===== config.mk =====
export PLATFORM = sky130hd
export DESIGN_NAME = uart_transmitter_flat
export DESIGN_NICKNAME = d
export VERILOG_FILES = /design/src/rtl/uart_pkg.sv /design/src/rtl/uart_transmitter_if.sv /design/src/rtl/uart_tx_fifo.sv /design/src/rtl/uart_transmitter.sv /design/src/flat_wrapper.sv
export SDC_FILE = /design/constraint.sdc
export NUM_CORES = 1
export LEC_CHECK = 0
export BUFFER_PORTS_ARGS = -buffer_cell sky130_fd_sc_hd__clkbuf_2
export CAP_MARGIN = 10
export CELL_PAD_IN_SITES_DETAIL_PLACEMENT = 0
export CELL_PAD_IN_SITES_GLOBAL_PLACEMENT = 1
export CORE_MARGIN = 10
export CORE_UTILIZATION = 46
export CTS_CLUSTER_DIAMETER = 60
export DETAILED_ROUTE_END_ITERATION = 8
export PLACE_DENSITY_LB_ADDON = 0.05
export SYNTH_ARGS = -nofsm -noshare
export SYNTH_HDL_FRONTEND = slang
export SYNTH_SLANG_ARGS = --single-unit

===== constraint.sdc =====
create_clock -name clk -period 2.9 [get_ports clk]
set_input_delay 0.145 -clock clk [delete_from_list [all_inputs] [get_ports clk]]
set_output_delay 0.145 -clock clk [all_outputs]
set_load 0.03 [all_outputs]

===== src/rtl/uart_pkg.sv =====
// rtl/uart_pkg.sv - shared types, constants and helpers for the UART transmitter
//
// Purpose: state encoding, frame constants and a ceil-log2 helper used by
// the transmitter top, its FIFO and its handshake interface.
package uart_pkg;

  localparam int UART_DATA_W     = 8;
  localparam int UART_FRAME_BITS = 10;

  typedef enum logic [1:0] {
    IDLE  = 2'd0,
    START = 2'd1,
    DATA  = 2'd2,
    STOP  = 2'd3
  } uart_state_t;

  // Ceil(log2(value)); returns 0 for value <= 1.
  function automatic int clog2(input int value);
    int result;
    int v;
    result = 0;
    v      = value - 1;
    while (v > 0) begin
      result = result + 1;
      v      = v >> 1;
    end
    return result;
  endfunction

endpackage


===== src/rtl/uart_transmitter_if.sv =====
// rtl/uart_transmitter_if.sv - byte-write handshake between on-chip logic and the transmitter
//
// Purpose: groups the write strobe/data and the status outputs.
// Signals:
//   Tx_start - write strobe (master -> slave)
//   Tx_data  - byte captured with Tx_start (master -> slave)
//   Tx_full  - FIFO full, writes dropped while high (slave -> master)
//   Tx_busy  - frame on the line or bytes queued (slave -> master)
//   Tx_done  - one-cycle pulse at end of each stop bit (slave -> master)
interface uart_transmitter_if;
  import uart_pkg::*;

  logic                   Tx_start;
  logic [UART_DATA_W-1:0] Tx_data;
  logic                   Tx_full;
  logic                   Tx_busy;
  logic                   Tx_done;

  modport master (
    output Tx_start,
    output Tx_data,
    input  Tx_full,
    input  Tx_busy,
    input  Tx_done
  );

  modport slave (
    input  Tx_start,
    input  Tx_data,
    output Tx_full,
    output Tx_busy,
    output Tx_done
  );

endinterface


===== src/rtl/uart_tx_fifo.sv =====
// rtl/uart_tx_fifo.sv - synchronous byte FIFO feeding the transmitter
//
// Purpose: Depth-entry show-ahead FIFO (dout always presents the head entry).
// Ports:
//   clk, rst_n - clock, asynchronous active-low reset
//   wr, din    - write strobe and data; ignored while full
//   rd, dout   - pop strobe and head data; ignored while empty
//   full/empty - occupancy flags, derived from the registered count
module uart_tx_fifo
  import uart_pkg::*;
#(
  parameter int Depth = 4
) (
  input  logic                   clk,
  input  logic                   rst_n,
  input  logic                   wr,
  input  logic                   rd,
  input  logic [UART_DATA_W-1:0] din,
  output logic [UART_DATA_W-1:0] dout,
  output logic                   full,
  output logic                   empty
);

  localparam int AW = clog2(Depth);
  localparam int CW = AW + 1;

  logic [UART_DATA_W-1:0] r_mem [Depth];
  logic [AW-1:0]          r_wr_ptr;
  logic [AW-1:0]          r_rd_ptr;
  logic [CW-1:0]          r_count;
  logic                   w_do_wr;
  logic                   w_do_rd;

  assign full    = (r_count == CW'(Depth));
  assign empty   = (r_count == '0);
  assign w_do_wr = wr && !full;
  assign w_do_rd = rd && !empty;
  assign dout    = r_mem[r_rd_ptr];

  // Storage needs no reset: entries are only read after being written.
  always_ff @(posedge clk) begin
    if (w_do_wr) begin
      r_mem[r_wr_ptr] <= din;
    end
  end

  always_ff @(posedge clk or negedge rst_n) begin
    if (!rst_n) begin
      r_wr_ptr <= '0;
      r_rd_ptr <= '0;
      r_count  <= '0;
    end else begin
      if (w_do_wr) begin
        r_wr_ptr <= r_wr_ptr + AW'(1);
      end
      if (w_do_rd) begin
        r_rd_ptr <= r_rd_ptr + AW'(1);
      end
      case ({w_do_wr, w_do_rd})
        2'b10:   r_count <= r_count + CW'(1);
        2'b01:   r_count <= r_count - CW'(1);
        default: r_count <= r_count;
      endcase
    end
  end

endmodule


===== src/rtl/uart_transmitter.sv =====
// rtl/uart_transmitter.sv - 8N1 UART transmitter with byte FIFO
//
// Purpose: buffers bytes written over tx_if and serialises them LSB-first
// on TxD, frames back to back while data is queued.
// Ports:
//   clk, rst_n - clock, asynchronous active-low reset
//   tx_if      - write handshake and status (slave side)
//   TxD        - registered serial line, idle high
module uart_transmitter
  import uart_pkg::*;
#(
  parameter int ClkFrequency = 100000000,
  parameter int Baud         = 9600,
  parameter int FifoDepth    = 4
) (
  input  logic                clk,
  input  logic                rst_n,
  uart_transmitter_if.slave   tx_if,
  output logic                TxD
);

  localparam int DIV   = ClkFrequency / Baud;
  localparam int CNT_W = (clog2(DIV) < 1) ? 1 : clog2(DIV);

  uart_state_t            r_state;
  uart_state_t            w_state_nxt;
  logic [CNT_W-1:0]       r_baud_cnt;
  logic [CNT_W-1:0]       w_baud_cnt_nxt;
  logic [UART_DATA_W-1:0] r_shift;
  logic [UART_DATA_W-1:0] w_shift_nxt;
  logic [2:0]             r_bit_idx;
  logic [2:0]             w_bit_idx_nxt;
  logic                   r_txd;
  logic                   w_txd_nxt;
  logic                   r_done;
  logic                   w_done_nxt;

  logic                   w_pop;
  logic                   w_bit_end;
  logic [UART_DATA_W-1:0] w_fifo_dout;
  logic                   w_fifo_full;
  logic                   w_fifo_empty;

  uart_tx_fifo #(
    .Depth (FifoDepth)
  ) u_fifo (
    .clk   (clk),
    .rst_n (rst_n),
    .wr    (tx_if.Tx_start),
    .rd    (w_pop),
    .din   (tx_if.Tx_data),
    .dout  (w_fifo_dout),
    .full  (w_fifo_full),
    .empty (w_fifo_empty)
  );

  assign w_bit_end     = (r_baud_cnt == CNT_W'(DIV - 1));
  assign TxD           = r_txd;
  assign tx_if.Tx_full = w_fifo_full;
  assign tx_if.Tx_busy = (r_state != IDLE) || !w_fifo_empty;
  assign tx_if.Tx_done = r_done;

  always_ff @(posedge clk or negedge rst_n) begin
    if (!rst_n) begin
      r_state    <= IDLE;
      r_baud_cnt <= '0;
      r_shift    <= '0;
      r_bit_idx  <= '0;
      r_txd      <= 1'b1;
      r_done     <= 1'b0;
    end else begin
      r_state    <= w_state_nxt;
      r_baud_cnt <= w_baud_cnt_nxt;
      r_shift    <= w_shift_nxt;
      r_bit_idx  <= w_bit_idx_nxt;
      r_txd      <= w_txd_nxt;
      r_done     <= w_done_nxt;
    end
  end

  always_comb begin
    w_state_nxt    = r_state;
    w_baud_cnt_nxt = r_baud_cnt + CNT_W'(1);
    w_shift_nxt    = r_shift;
    w_bit_idx_nxt  = r_bit_idx;
    w_txd_nxt      = r_txd;
    w_done_nxt     = 1'b0;
    w_pop          = 1'b0;

    case (r_state)
      IDLE: begin
        w_txd_nxt      = 1'b1;
        w_baud_cnt_nxt = '0;
        if (!w_fifo_empty) begin
          w_pop       = 1'b1;
          w_shift_nxt = w_fifo_dout;
          w_txd_nxt   = 1'b0;
          w_state_nxt = START;
        end
      end
      START: begin
        if (w_bit_end) begin
          w_baud_cnt_nxt = '0;
          w_txd_nxt      = r_shift[0];
          w_bit_idx_nxt  = '0;
          w_state_nxt    = DATA;
        end
      end
      DATA: begin
        if (w_bit_end) begin
          w_baud_cnt_nxt = '0;
          if (r_bit_idx == 3'd7) begin
            w_txd_nxt   = 1'b1;
            w_state_nxt = STOP;
          end else begin
            // The next bit is shift[1] before the shift lands.
            w_shift_nxt   = r_shift >> 1;
            w_txd_nxt     = r_shift[1];
            w_bit_idx_nxt = r_bit_idx + 3'd1;
          end
        end
      end
      STOP: begin
        if (w_bit_end) begin
          w_baud_cnt_nxt = '0;
          w_done_nxt     = 1'b1;
          // Chain straight into the next start bit so frames have no gap.
          if (!w_fifo_empty) begin
            w_pop       = 1'b1;
            w_shift_nxt = w_fifo_dout;
            w_txd_nxt   = 1'b0;
            w_state_nxt = START;
          end else begin
            w_txd_nxt   = 1'b1;
            w_state_nxt = IDLE;
          end
        end
      end
      default: begin
        w_state_nxt = IDLE;
        w_txd_nxt   = 1'b1;
      end
    endcase
  end

endmodule


===== src/flat_wrapper.sv =====
// flat-port wrapper written by rule: the top's interface ports become plain ports
module uart_transmitter_flat import uart_pkg::*;
#(
  parameter int ClkFrequency = 100000000,
  parameter int Baud         = 9600,
  parameter int FifoDepth    = 4
)
  (clk, rst_n, TxD, tx_if_Tx_start, tx_if_Tx_data, tx_if_Tx_full, tx_if_Tx_busy, tx_if_Tx_done);
  uart_transmitter_if tx_if_i ();
  input  logic clk;
  input  logic rst_n;
  output logic TxD;
  input wire logic [$bits(tx_if_i.Tx_start)-1:0] tx_if_Tx_start;
  input wire logic [$bits(tx_if_i.Tx_data)-1:0] tx_if_Tx_data;
  output wire logic [$bits(tx_if_i.Tx_full)-1:0] tx_if_Tx_full;
  output wire logic [$bits(tx_if_i.Tx_busy)-1:0] tx_if_Tx_busy;
  output wire logic [$bits(tx_if_i.Tx_done)-1:0] tx_if_Tx_done;
  assign tx_if_i.Tx_start = tx_if_Tx_start;
  assign tx_if_i.Tx_data = tx_if_Tx_data;
  assign tx_if_Tx_full = tx_if_i.Tx_full;
  assign tx_if_Tx_busy = tx_if_i.Tx_busy;
  assign tx_if_Tx_done = tx_if_i.Tx_done;
  uart_transmitter #(.ClkFrequency(ClkFrequency), .Baud(Baud), .FifoDepth(FifoDepth)) u_core (.clk(clk), .rst_n(rst_n), .tx_if(tx_if_i), .TxD(TxD));
endmodule

Word level (Yosys, flattened, before mapping)
Memories as Yosys holds them, arrays and structs flattened.
Index checks and enable logic that the tools add are counted.
Widths: inputs -> output; s select.
{"block": "totals", "ff_bits": 36, "word_cells": 78, "n_memories": 1, "output_inout_bits": 4, "ramBits": 32, "inputBits": 11, "latchBits": 0, "mem_bits_ro": 0}
{"memory": "u_core.u_fifo.r_mem", "words": 4, "width": 8, "rd": 1, "rd_clocked_by_memory_dff": 0, "write_ports": 1, "line_no": "uart_tx_fifo.sv:27", "text": "logic [UART_DATA_W-1:0] r_mem [Depth];"}
{"block": "classes", "add_sub_neg": 6, "shift": 0, "mul": 0, "n_div": 0, "n_bitwise": 0, "order_cmp": 0, "muxes": 32, "reduce_logical": 16, "eq_ne": 14}
{"op": "$mux 8", "n": 4}
{"op": "$pmux 14 s2", "n": 1}
{"op": "$pmux 8 s3", "n": 1}
{"op": "$add 14x1->14 const B", "n": 1}
{"op": "$eq 14x14->1 const B", "n": 1}
{"op": "$mux 14", "n": 1}
{"op": "$mux 1", "n": 12}
{"op": "$pmux 3 s2", "n": 2}
{"op": "$mux 2", "n": 5}
{"op": "$mux 3", "n": 3}
{"op": "$ne 2x1->1 const B", "n": 4}
{"op": "$pmux 2 s4", "n": 1}
{"op": "$reduce_and 4->1", "n": 2}
{"op": "$add 3x1->3 const B", "n": 2}
{"op": "$eq 2x2->1 const B", "n": 3}
{"op": "$eq 3x3->1 const B", "n": 2}
{"op": "$reduce_bool 2->1", "n": 3}
{"op": "$reduce_and 5->1", "n": 1}
{"op": "$add 2x1->2 const B", "n": 2}
{"op": "$eq 2x1->1 const B", "n": 2}
{"op": "$ne 2x2->1 const B", "n": 2}
{"op": "$pmux 1 s4", "n": 1}
{"op": "$logic_not 3->1", "n": 1}
{"op": "$reduce_and 3->1", "n": 1}
{"op": "other kinds (8)", "n": 10}

Longest topological paths before layout
Gate-level depths: netlist of the first run.
{"block": "depth", "ltp_word": 7, "ltp_mapped": 12, "mapped_depth_nobuf": 11}

By module
From an unflattened synthesis of the first run, not the netlist that was laid out.
{"block": "unflattened", "hier_cells": 231, "hier_area_um2": 3218.1}
{"module": "uart_transmitter", "n_inst": 1, "area_each_um2": 1625.3, "cells_per_inst": 152, "seq_area_each_um2": 726.9}
{"module": "uart_tx_fifo", "n_inst": 1, "area_each_um2": 1592.8, "cells_per_inst": 79, "seq_area_each_um2": 1136.1}

Worst setup path after synthesis of the first run
No wires, ideal clock.
{"block": "synth_timing", "kind": "register -> register", "from": "reg u_core.r_baud_cnt[8]", "to": "reg u_core.u_fifo.r_count[2]", "stages_incl_launch_ff": 12, "setup_time_ns": 0.079, "slack_ns": 0.067, "arrival_time_ns": 2.753, "path_cell_list": "dfrtp_1 -> or4b_4 -> or4_1 -> buf_2 -> nor2_1 -> o21a_1 -> ha_1 -> inv_1 -> fa_1 -> xor2_1 -> nor2_1 -> xor2_1"}
{"block": "synth_between", "elab_chain_len": 6}
{"item": "start, declared", "line_no": "uart_transmitter.sv:27", "text": "logic [CNT_W-1:0] r_baud_cnt;"}
{"item": "start signal, assigned", "line_no": "uart_transmitter.sv:73", "text": "r_baud_cnt <= w_baud_cnt_nxt;"}
{"item": "$eq 14x14->1 *", "line_no": "uart_transmitter.sv:57", "text": "assign w_bit_end = (r_baud_cnt == CNT_W'(DIV - 1));"}
{"item": "$mux 1 *", "line_no": "uart_transmitter.sv:124", "text": "if (w_bit_end) begin"}
{"item": "$pmux 1 s2 *", "line_no": "uart_transmitter.sv:90", "text": "case (r_state)"}
{"item": "$logic_and 1x1->1 *", "line_no": "uart_tx_fifo.sv:37", "text": "assign w_do_rd = rd && !empty;"}
{"item": "named net u_core.u_fifo.w_do_rd", "line_no": "uart_tx_fifo.sv:32", "text": "logic w_do_rd;"}
{"item": "$eq 2x1->1 or $eq 2x2->1 (tied branches)", "line_no": "uart_tx_fifo.sv:59", "text": "case ({w_do_wr, w_do_rd})"}
{"item": "$pmux 3 s2 or $reduce_bool 2->1 (tied branches)"}
{"item": "end signal, assigned", "line_no": "uart_tx_fifo.sv:60", "text": "2'b10: r_count <= r_count + CW'(1);"}
{"item": "end signal, assigned", "line_no": "uart_tx_fifo.sv:61", "text": "2'b01: r_count <= r_count - CW'(1);"}
{"item": "end signal, assigned", "line_no": "uart_tx_fifo.sv:62", "text": "default: r_count <= r_count;"}
{"item": "end, declared", "line_no": "uart_tx_fifo.sv:30", "text": "logic [CW-1:0] r_count;"}
Mark *: on every way through the listed nets, which the timed path passes. The rest lies on a longest branch.
A chain may end at the register's enable or synchronous reset.

Worst setup path after layout of the first run
{"block": "layout_timing", "from": "reg u_core.r_baud_cnt[9]", "to": "reg u_core.u_fifo.r_count[2]"}
The elaborated chain is that of the path after synthesis.

==> qor.txt, run 1 <==
Status -> finished, final reports clean
# fillers -> 599
Post-synth EDFFs -> 32
Final core utilization -> 54.5%
WL final -> 5610 um
PnR Total Power -> 3.56 mW
Slew @ Worst Pin -> 0.926 ns
Library cells used by synthesis -> 49
Crit path top cell by count -> xor2_1
Share of layout cells above drive strength 1 -> 31.6%
Routed Antenna Nets -> 0
DR top layer -> met4
Remaining global-route overflow -> 0
Nets -> 295
Unrepaired setup endpoints after global routing -> false
Global-route usage over all layers -> 11.2%
Crit path buf inv count -> 1
Worst Clk Skew -> 0.00732 ns
Worst hold path class -> primary input to flop
LEAKAGE -> 1.48 nW
Worst-skew pair later-pin latency -> 0.33 ns
Vias in the first global route -> 2012
Placer congestion estimate -> 0.760
Routed vias/inst -> 5.03
Pwr dens -> 960 nW/um^2
Die height -> 104 um
Post-Syn Nets -> 261
Top cell type by total area after synthesis -> edfxtp_1
Largest net degree at the start of global routing -> 37
Synth warn -> 0
Area of the multi-input gates -> 1300 sq um
Via count -> 1867
I/O pins -> 15
DP Cell Count -> 352
Final Hold Fails -> 0
Initial DRC Count -> 44
Slew HR -> 38.3%
H-tree levels -> 3
CP peak stage delay -> 0.56 ns
Full die area -> 10800 sq um
Most used DFF post-synth -> dfrtp_1
TritonCTS Buffers -> 9
Sequential area share after synthesis -> 57.6%
Wire per inst -> 15.1 um
CP Max Fanout -> 3
Initial antenna violation count -> 0
Final max-slew violation count -> 0
Die X -> 104 um
Layout area overhead -> 14.6%
Max-cap violations -> 0
Max clock buf depth -> 2
Most common library cells after synthesis -> dfrtp_1, edfxtp_1, nor2_1, mux2_2, inv_1
Worst-path cell chain -> or4bb_4 -> or4_4 -> nor2_4 -> o21a_1 -> ha_2 -> inv_1 -> fa_2 -> xor2_1 -> nor2_1 -> xor2_1
CP arrival -> 3.07 ns
Placed inst area -> 3490 sq um
Share of the synthesized area in the top cell type -> 29.7%
Dominant cell by count in the synthesized netlist -> dfrtp_1
Clock sink count -> 68
Fin cells -> 371
TNS Setup -> 0 ns
Post-Synthesis Cells -> 236
CTS tree -> done
Core Area -> 6790 sq um
CP startpoint kind -> flop
Root Driver -> clkbuf_8
Final Instance Area -> 3700 sq um
Ys async rst share -> 52.9%
Met2 wire len -> 2620 um
VDD IR max -> 438 uV
DP HPWL -> 3940 um
Global-route wire length before repair -> 9980 um
Clk slew on worst S/H paths -> 0.08 ns
Row count -> 30
Initial Util -> 47.6%
CP Class -> flop to flop
Crit path max-delay family -> simple AND/OR/NAND/NOR gates
Met3 WL post-DR -> 142 um
Flops & latches, synth -> 68
Final setup violation count -> 0
Synthesized area -> 3230 sq um
Area contributors post-synth -> edfxtp_1, dfrtp_1, mux2_2
Drt pass-1 iters -> 4
N_diodes -> 0
Mean Syn Cell Area -> 13.7 sq um
Max frequency -> 0.357 GHz
Tcrit/Tclk final -> 96.7%
Worst Path Required -> 3.16 ns
Final Critical Period -> 2.80 ns
Residual DRC -> 0
Nature of the critical path endpoint -> flop
Register Area -> 1860 sq um
Wl on met1 -> 2780 um
Critical Path Slowest Stage Cell -> or4_4
Port Buf Inserts -> 14
kinds of logic (layout without fill, tap and decap cells):
| group | Yosys count | in the layout | synth area share (%) |
|---|---|---|---|
| and+or+nand+nor | 64 | 64 | 11.0 |
| DFF | 68 | 68 | 57.6 |
| buffers and inverters | 22 | 61 | 2.67 |
| xor gates and xnor gates | 16 | 16 | 4.34 |
| adders and majority gates | 14 | 14 | 5.65 |
| AOI/OAI and AO/OA | 22 | 22 | 5.61 |
| muxes | 30 | 30 | 13.1 |
per-layer routing:
layer | GRT usage (%) | vias up
met3 | 2.85 | 8
met4 | 4.87 | 0
met1 | 14.6 | 915
met2 | 17.2 | 16
li1 | - | 928
met5 | 0 | -
placed cells by master, fill, tap and decap left out, types with 2 or more instances in the layout:
master / n
clkinv_2: 2
nor2b_1: 3
dfrtp_1: 35
inv_6: 2
nor2_1: 22
mux2_2: 19
o31ai_1: 2
inv_1: 15
ha_1: 12
mux2i_1: 3
a22o_1: 3
buf_4: 15
nand3_1: 3
nand2_1: 8
clkbuf_2: 14
and2_1: 4
a21oi_1: 2
nor3_1: 5
nand4_1: 2
edfxtp_1: 32
clkbuf_8: 9
nor4_1: 5
a311o_1: 2
mux4_2: 8
clkinvlp_4: 3
xnor2_1: 13
xor2_1: 3
what timing repair did:
action / in CTS / in global routing
pin swaps: 0 / 4
gates resized for setup: 1 / 4
hold buffers: 1 / 0
gates cloned: 0 / 0
endpoints found under the hold margin: 35 / 0
setup endpoints to repair: 1 / 1
buffers inserted: 0 / 2
worst reg2reg max path, stage by stage, from the launching register on:
cell,delay (ns)
dfrtp_1,0.40
or4bb_4,0.55
or4_4,0.56
nor2_4,0.14
o21a_1,0.12
ha_2,0.17
inv_1,0.05
fa_2,0.33
xor2_1,0.14
nor2_1,0.12
xor2_1,0.15
where the power goes:
group	internal, mW	total (mW)	leakage, nW	switching (mW)
Clock	0.313	0.694	0.0820	0.381
Sequential	1.28	1.48	0.749	0.195
Combinational	0.711	1.38	0.647	0.673
Total	2.31	3.56	1.48	1.25
layout make-up:
cell class	instances	share of cell area, %
Clock buffer	9	3.34
Clock inverter	7	1.35
Inverter	15	1.52
Multi-Input combinational cell	146	35.1
Sequential cell	68	50.3
Tap cell	96	3.24
Timing Repair Buffer	30	5.20
per-stage QoR:
stage	hold slack [ns]	setup slack, ns
4_1_cts	0.00944	0.0366
3_3_place_gp	0.342	0.0502
2_1_floorplan	-0.151	0.0674
3_5_place_dp	0.336	0.0336
5_1_grt	0.0158	0.0145
6_report	0.0227	0.0969
final timing paths:
| check | startpoint | end | slack, ns | cells past startpoint |
|---|---|---|---|---|
| setup / recovery | u_core.r_baud_cnt[9]$_DFF_PN0_ | u_core.u_fifo.r_count[2]$_DFFE_PN0P_ | 0.1 | 10 |
| hold / removal | tx_if_Tx_data[7] | u_core.u_fifo.r_mem[3][7]$_DFFE_PP_ | 0.02 | 1 |
| setup reg to reg | u_core.r_baud_cnt[9]$_DFF_PN0_ | u_core.u_fifo.r_count[2]$_DFFE_PN0P_ | 0.1 | 10 |
| hold reg to reg | u_core.r_baud_cnt[0]$_DFF_PN0_ | u_core.r_baud_cnt[0]$_DFF_PN0_ | 0.49 | 1 |
| max in group asynchronous | rst_n | u_core.r_shift[3]$_DFFE_PN0P_ | 1.84 | 2 |
| min in group asynchronous | rst_n | u_core.r_baud_cnt[3]$_DFF_PN0_ | 0.48 | 2 |
state kept, by name (all words and copies together) (netlist names):
name and count:
u_core.TxD 1, u_core.r_shift 8, u_core.r_state 2, u_core.u_fifo.r_mem 32, u_core.u_fifo.r_count 3, u_core.tx_if.Tx_done 1
u_core.u_fifo.r_rd_ptr 2, u_core.u_fifo.r_wr_ptr 2, u_core.r_bit_idx 3, u_core.r_baud_cnt 14
Note: power is estimated with default switching activity, not from simulation.
==> inputs of run 2 (changes only) <==
Settings changed: ABC_AREA set to 1, CORE_UTILIZATION 46 to 43, CTS_CLUSTER_DIAMETER 60 to 40.
==> run 2 against run 1 <==
Compared with the run above: synthesized area rose by 2.0%; wire length is 13% higher; largest power group unchanged; critical path type unchanged; largest cell class unchanged; synthesized cell count grew 53%; critical endpoint unchanged.
==> qor.txt, run 2 <==
Status -> finished, final reports clean
Mean Syn Cell Area -> 9.15 sq um (-33%)
Simple-gate portion of the synthesized area -> 26.2% (+15 points)
Core Area -> 7370 sq um (+8.5%)
Global-route wire length before repair -> 11200 um (+12%)
Final Hold Fails -> 0 (unchanged)
Remaining global-route overflow -> 0 (unchanged)
Fin cells -> 487 (+31%)
Slew @ Worst Pin -> 0.940 ns (+0.0135 ns)
Initial DRC Count -> 74 (+68%)
Final Instance Area -> 3720 sq um (+0.41%)
Row count -> 31 (+3.3%)
Area contributors post-synth -> edfxtp_1, dfrtp_1, nand2_1
Post-synth EDFFs -> 32 (unchanged)
CP arrival -> 2.68 ns (-0.39 ns)
Nature of the critical path endpoint -> flop
# Post-CTS Setup Buffers -> 0 (unchanged)
Pwr dens -> 635 nW/um^2 (-34%)
Residual DRC -> 0 (unchanged)
Post-synthesis mux area share -> 0% (-13 points)
Reg with most FFs -> u_core.u_fifo.r_mem
Most frequent cells in the layout -> nand2_1, inv_1, nand3_1
Die X -> 108 um (+3.6%)
Dominant cell by count in the synthesized netlist -> nand2_1
CP startpoint kind -> flop
Synth Area in Compound Gates -> 3.87% (-1.7 points)
Tcrit/Tclk final -> 84.6% (-12 points)
Nets -> 408 (+38%)
TNS Setup -> 0 ns (unchanged)
Most Crowded Layer GR -> met2
CP Max Fanout -> 4 (+1)
Worst Path Required -> 3.12 ns (-0.04 ns)
Layout area overhead -> 12.9%
Critical Path Slowest Stage Cell -> dfrtp_1
Unrepaired setup endpoints after global routing -> false
Share of layout cells above drive strength 1 -> 11.6% (-20 points)
Slew HR -> 37.3% (-0.90 points)
Full die area -> 11600 sq um (+7.3%)
Synth warn -> 0 (unchanged)
Final core utilization -> 50.5% (-4.1 points)
CP peak stage delay -> 0.39 ns (-0.17 ns)
Worst-skew pair later-pin latency -> 0.35 ns (+0.02 ns)
Xor and xnor area share after synthesis -> 2.13% (-2.2 points)
Flops & latches, synth -> 68 (unchanged)
Final max-slew violation count -> 0 (unchanged)
Synthesized area -> 3300 sq um (+2.0%)
Drt pass-1 iters -> 4 (unchanged)
Clk slew on worst S/H paths -> 0.08 ns (about the same)
Most common library cells after synthesis -> nand2_1, inv_1, nand3_1, dfrtp_1, nor2_1
Largest net degree at the start of global routing -> 37 (unchanged)
N_diodes -> 0 (unchanged)
Share of the synthesized area in the top cell type -> 29.2% (-0.58 points)
Post-Syn Nets -> 385 (+48%)
Sequential area share after synthesis -> 56.5% (-1.1 points)
Worst hold path class -> primary input to flop
CTS tree -> done
DP Cell Count -> 468 (+33%)
Final Critical Period -> 2.45 ns (-0.351 ns)
I/O pins -> 15 (unchanged)
Global Route met1 Usage -> 15.7% (+1.1 points)
Library cells used by synthesis -> 31 (-37%)
Wire per inst -> 13.0 um (-14%)
Die height -> 108 um (+3.6%)
Max reg flops -> 32 (unchanged)
Max clock buf depth -> 2 (unchanged)
Initial antenna violation count -> 0 (unchanged)
Routed Antenna Nets -> 0 (unchanged)
Root Driver -> clkbuf_8
Placed inst area -> 3470 sq um (-0.65%)
Global-route usage over all layers -> 12.2% (+0.99 points)
DP HPWL -> 4390 um (+11%)
Regs by FF count -> u_core.u_fifo.r_mem: 32 flops, u_core.r_baud_cnt: 14 flops, u_core.r_shift: 8 flops
Clock sink count -> 68 (unchanged)
Initial Util -> 44.7% (-2.8 points)
Routed vias/inst -> 4.73 (-6.0%)
Commonest non-fill, non-tap cell in the layout -> nand2_1
WL final -> 6350 um (+13%)
Top cell type by total area after synthesis -> edfxtp_1
Worst Clk Skew -> 0.0146 ns (+0.00725 ns)
Post-Synth Adder-Cell Area -> 5.54% (-0.11 points)
Via count -> 2303 (+23%)
LEAKAGE -> 1.73 nW (+17%)
H-tree levels -> 3 (unchanged)
CP Class -> flop to flop
Vias in the first global route -> 2330 (+16%)
Worst-path cell chain -> ha_1 -> nand3_4 -> nor2_4 -> nand3_1 -> nand2_1 -> nand2_1 -> inv_1 -> ha_1 -> inv_1 -> fa_1 -> a21oi_1 -> o21ai_0 -> xor2_1
TritonCTS Buffers -> 9 (unchanged)
Most used DFF post-synth -> dfrtp_1
GRT met3 Usage -> 4.07% (+1.2 points)
Max-cap violations -> 0 (unchanged)
Final setup violation count -> 0 (unchanged)
Met2 Resource Use GR -> 18.8% (+1.6 points)
Ys async rst share -> 52.9% (unchanged)
VDD IR max -> 506 uV (+15%)
Max frequency -> 0.408 GHz (+14%)
Post-Synthesis Cells -> 360 (+53%)
Largest family of logic cells by synthesized area -> simple AND/OR/NAND/NOR gates
Port Buf Inserts -> 14 (unchanged)
Placer congestion estimate -> 0.833 (+9.6%)
run 2: cell count changes after synthesis, sizes merged, moves of 6 or more:
| cell | before | now |
|---|---|---|
| o21ai | 2 | 12 |
| nand2 | 8 | 112 |
| nor2 | 23 | 36 |
| inv | 15 | 42 |
| mux4 | 8 | 0 |
| nor4 | 6 | 0 |
| nand3 | 4 | 40 |
| mux2 | 19 | 0 |
| xnor2 | 13 | 2 |
run 2: where the power goes:
part           switching, mW  internal [mW]  total [mW]  leakage (nW)
Sequential            0.0390           1.15        1.18         0.742
Combinational          0.209         0.0938       0.303         0.883
Clock                  0.388          0.488       0.876         0.110
run 2: worst max-delay path, delay by kind of cell (launching register included):
family                   cells  cell delay [ns]
adder cells (fa/ha/maj)      3             0.78
AO/OA/AOI/OAI                2             0.26
flip-flops                   1             0.39
XOR/XNOR                     1             0.15
AND/OR/NAND/NOR              5             0.62
buffers and inverters        2             0.14
run 2: final timing paths:
| kind | from | endpoint | slack [ns] | cells past startpoint |
|---|---|---|---|---|
| hold / removal | tx_if_Tx_data[6] | u_core.u_fifo.r_mem[3][6]$_DFFE_PP_ | 0.01 | 1 |
| hold reg to reg | u_core.r_shift[6]$_DFFE_PN0P_ | u_core.r_shift[6]$_DFFE_PN0P_ | 0.48 | 2 |
| min in group asynchronous | rst_n | u_core.r_shift[1]$_DFFE_PN0P_ | 0.48 | 2 |
| setup / recovery | u_core.r_baud_cnt[0]$_DFF_PN0_ | u_core.u_fifo.r_count[2]$_DFFE_PN0P_ | 0.45 | 13 |
| max in group asynchronous | rst_n | u_core.r_baud_cnt[2]$_DFF_PN0_ | 1.84 | 2 |
| setup reg to reg | u_core.r_baud_cnt[0]$_DFF_PN0_ | u_core.u_fifo.r_count[2]$_DFFE_PN0P_ | 0.45 | 13 |
run 2: routing by layer:
| metal | vias up | part of all wire, % |
|---|---|---|
| li1 | 1200 | - |
| met1 | 1073 | 52 |
| met2 | 24 | 44 |
| met3 | 6 | 3.4 |
| met4 | 0 | 1.2 |
| met5 | - | 0 |
run 2: cell type report:
class                   instances  area, sq um
clock buffers                   9          124
clock inverters                 7         98.8
fillers                       723         3650
inverters                      42          158
multi-input cells             244         1240
flip-flops and latches         68         1860
well taps                      99          124
repair buffers                 18          108
run 2: kinds of logic after synthesis:
family | Yosys count
flops | 68
xor+xnor | 8
fa+ha+maj | 14
simple gates | 200
compound gates | 22
buf+inv | 48
run 2: metrics by stage:
stage | worst slack [ns] | total power [mW] | hold slack (ns)
after floorplan | 0.383 | 1.41 | -0.151
after global routing | 0.198 | 2.51 | 0.00452
after global placement | 0.517 | 1.51 | 0.341
after CTS | 0.417 | 2.39 | 0.00287
final | 0.448 | 2.36 | 0.0147
after detailed placement | 0.415 | 1.51 | 0.339
run 2: repair_timing:
action | CTS | global route
gates resized for setup | 0 | 0
hold buffers | 1 | 2
endpoints found under the hold margin | 35 | 8
==> inputs of run 3 (changes only) <==
Settings changed: CORE_UTILIZATION 43 to 47.
Clock period 2.9 ns to 2.5 ns, I/O delays scaled along.
==> run 3 against run 2 <==
Compared with the run above: flip-flop and latch count is the same; utilization grew 6.9 points; highest routed layer unchanged; die area shrank 7.0%; worst hold slack gained 0.22 ns; final cell count increased by 3.1%; clock power up 19%; largest cell class unchanged; first-iteration DRC count up 18%; sequential share of layout area decreased by 2.2 points; clock-buffer cell count unchanged; non-clock buffer count rose by 18; global-route usage up 0.088 points.
==> qor.txt, run 3 (synthesis gave the netlist of run 2 again) <==
Clock network fraction of design power -> 37.0% (about the same)
Root Driver -> clkbuf_8
Via count -> 2335 (+1.4%)
CP Class -> flop to flop
Final max-slew violation count -> 0 (unchanged)
Tcrit/Tclk final -> 91.8% (+7.3 points)
CP startpoint kind -> flop
Slew HR -> 40.0% (+2.7 points)
DP HPWL -> 4390 um (about the same)
Clk slew on worst S/H paths -> 0.08 ns (about the same)
Initial Util -> 48.5% (+3.8 points)
Final Instance Area -> 3900 sq um (+4.8%)
Max frequency -> 0.436 GHz (+6.8%)
Residual DRC -> 0 (unchanged)
Fin Hold WS -> 0.230 ns (+0.216 ns)
Die height -> 104 um (-3.5%)
Wire per inst -> 12.5 um (-4.5%)
Share of layout cells above drive strength 1 -> 15.5% (+3.9 points)
Initial antenna violation count -> 0 (unchanged)
Nature of the critical path endpoint -> flop
Final Hold Fails -> 0 (unchanged)
Max-cap violations -> 0 (unchanged)
Seq pwr share -> 49.1% (-1.0 points)
Clock sink count -> 68 (unchanged)
I/O pins -> 15 (unchanged)
Remaining global-route overflow -> 0 (unchanged)
TritonCTS Buffers -> 9 (unchanged)
Layout area overhead -> 18.3%
H-tree levels -> 3 (unchanged)
DP Cell Count -> 473 (+1.1%)
Global-route usage over all layers -> 12.3% (+0.088 points)
Largest net degree at the start of global routing -> 37 (unchanged)
CP Max Fanout -> 7 (+3)
Nets -> 426 (+4.4%)
N_diodes -> 0 (unchanged)
Global-route wire length before repair -> 11000 um (-1.5%)
Drt pass-1 iters -> 4 (unchanged)
Pwr dens -> 720 nW/um^2 (+13%)
Int Power -> 2.05 mW (+18%)
Sw frac -> 27.1% (+0.24 points)
Row count -> 30 (-3.2%)
Commonest non-fill, non-tap cell in the layout -> nand2_1
Max clock buf depth -> 2 (unchanged)
Regs by FF count -> u_core.u_fifo.r_mem: 32 flops, u_core.r_baud_cnt: 14 flops, u_core.r_shift: 8 flops
CTS tree -> done
Max reg flops -> 32 (unchanged)
Final setup violation count -> 0 (unchanged)
Worst hold path class -> primary input to flop
CP arrival -> 2.51 ns (-0.17 ns)
Psw -> 0.762 mW (+20%)
Reg with most FFs -> u_core.u_fifo.r_mem
Status -> finished, final reports clean
Die X -> 104 um (-3.5%)
Routed Antenna Nets -> 0 (unchanged)
Placed inst area -> 3530 sq um (+1.8%)
Worst Clk Skew -> 0.00664 ns (-0.00793 ns)
Routed vias/inst -> 4.65 (-1.6%)
Reg2reg setup slack -> 0.20 ns (-0.24 ns)
Final Critical Period -> 2.30 ns (-0.157 ns)
Fin cells -> 502 (+3.1%)
Initial DRC Count -> 87 (+18%)
Slew @ Worst Pin -> 0.899 ns (-0.0404 ns)
Vias in the first global route -> 2400 (+3.0%)
Most frequent cells in the layout -> nand2_1, inv_1, nand3_1
Worst Path Required -> 2.72 ns (-0.40 ns)
LEAKAGE -> 1.82 nW (+4.9%)
Full die area -> 10800 sq um (-7.0%)
Worst-skew pair later-pin latency -> 0.34 ns (about the same)
Port Buf Inserts -> 14 (unchanged)
WL final -> 6250 um (-1.5%)
Core Area -> 6790 sq um (-7.8%)
Placer congestion estimate -> 0.794 (-4.7%)
PnR Total Power -> 2.81 mW (+19%)
VDD IR max -> 495 uV (-2.2%)
Comb power frac -> 13.9% (+1.1 points)
==> run 3: cell types whose count changed in the layout (fill, tap and decap cells not counted), moves of 2 or more <==
cell and change:
dlygate4sd3_1 +6, inv_6 +2, clkinv_4 -2, buf_4 +12, dfrtp_1 -2, dfrtp_2 +2
==> run 3: per-stage QoR <==
step / TNS [ns] / worst slack (ns) / util (%)
2_1_floorplan: 0 / 0.264 / -
3_3_place_gp: 0 / 0.139 / 51.9
3_5_place_dp: 0 / 0.0529 / 51.9
4_1_cts: 0 / 0.0385 / 56.6
5_1_grt: -0.0264 / -0.0264 / 57.4
6_report: 0 / 0.205 / 57.4
==> run 3: worst max-delay path: stages, from the launching register on <==
cell     delay (ns)
dfrtp_2        0.45
nor2_1         0.11
nand2_1        0.07
nor2_2         0.15
nand3_1        0.13
nand2_2        0.10
nand2_1        0.09
inv_1          0.08
ha_1           0.13
inv_1          0.07
fa_1           0.38
a21oi_1        0.14
o21ai_0        0.11
xor2_1         0.15
==> run 3: area by class of cell <==
cell class	count	area (sq um)
Clock inverter	7	105
Sequential cell	68	1870
Tap cell	96	120
Fill cell	622	2900
Inverter	42	158
Timing Repair Buffer	36	258
Clock buffer	9	124
Multi-Input combinational cell	244	1270
==> run 3: layer usage <==
metal | vias to the layer above | track usage, % | share of wire (%)
met5 | - | 0 | 0
met4 | 0 | 5.07 | 1.7
met3 | 9 | 2.97 | 3.6
met2 | 29 | 19.5 | 45
met1 | 1055 | 15.6 | 49
li1 | 1242 | - | -
==> run 3: power groups by stage <==
stage                     clock [mW]  sequential (mW)  combinational [mW]
after floorplan                    0             1.39               0.251
after global placement             0             1.40               0.379
after detailed placement           0             1.40               0.388
after CTS                       1.06             1.38               0.401
after global routing            1.11             1.39               0.454
final                           1.04             1.38               0.390
==> run 3: timing repair <==
action,in CTS,in global routing
resized for setup,0,6
hold buffers,9,0
buffers inserted,0,4
hold endpoints to repair,67,0
setup endpoints to repair,0,1
==> run 3: path summary, 6_finish.rpt <==
check	from	endpoint	cells after the start
worst max-delay path	u_core.r_baud_cnt[6]$_DFF_PN0_	u_core.u_fifo.r_count[2]$_DFFE_PN0P_	13
worst min-delay path	tx_if_Tx_start	u_core.u_fifo.r_wr_ptr[0]$_DFFE_PN0P_	3
worst max register to register	u_core.r_baud_cnt[6]$_DFF_PN0_	u_core.u_fifo.r_count[2]$_DFFE_PN0P_	13
worst min register to register	u_core.r_shift[2]$_DFFE_PN0P_	u_core.r_shift[2]$_DFFE_PN0P_	2
max in group asynchronous	rst_n	u_core.r_state[0]$_DFFE_PN0P_	2
min in group asynchronous	rst_n	u_core.r_baud_cnt[13]$_DFF_PN0_	2
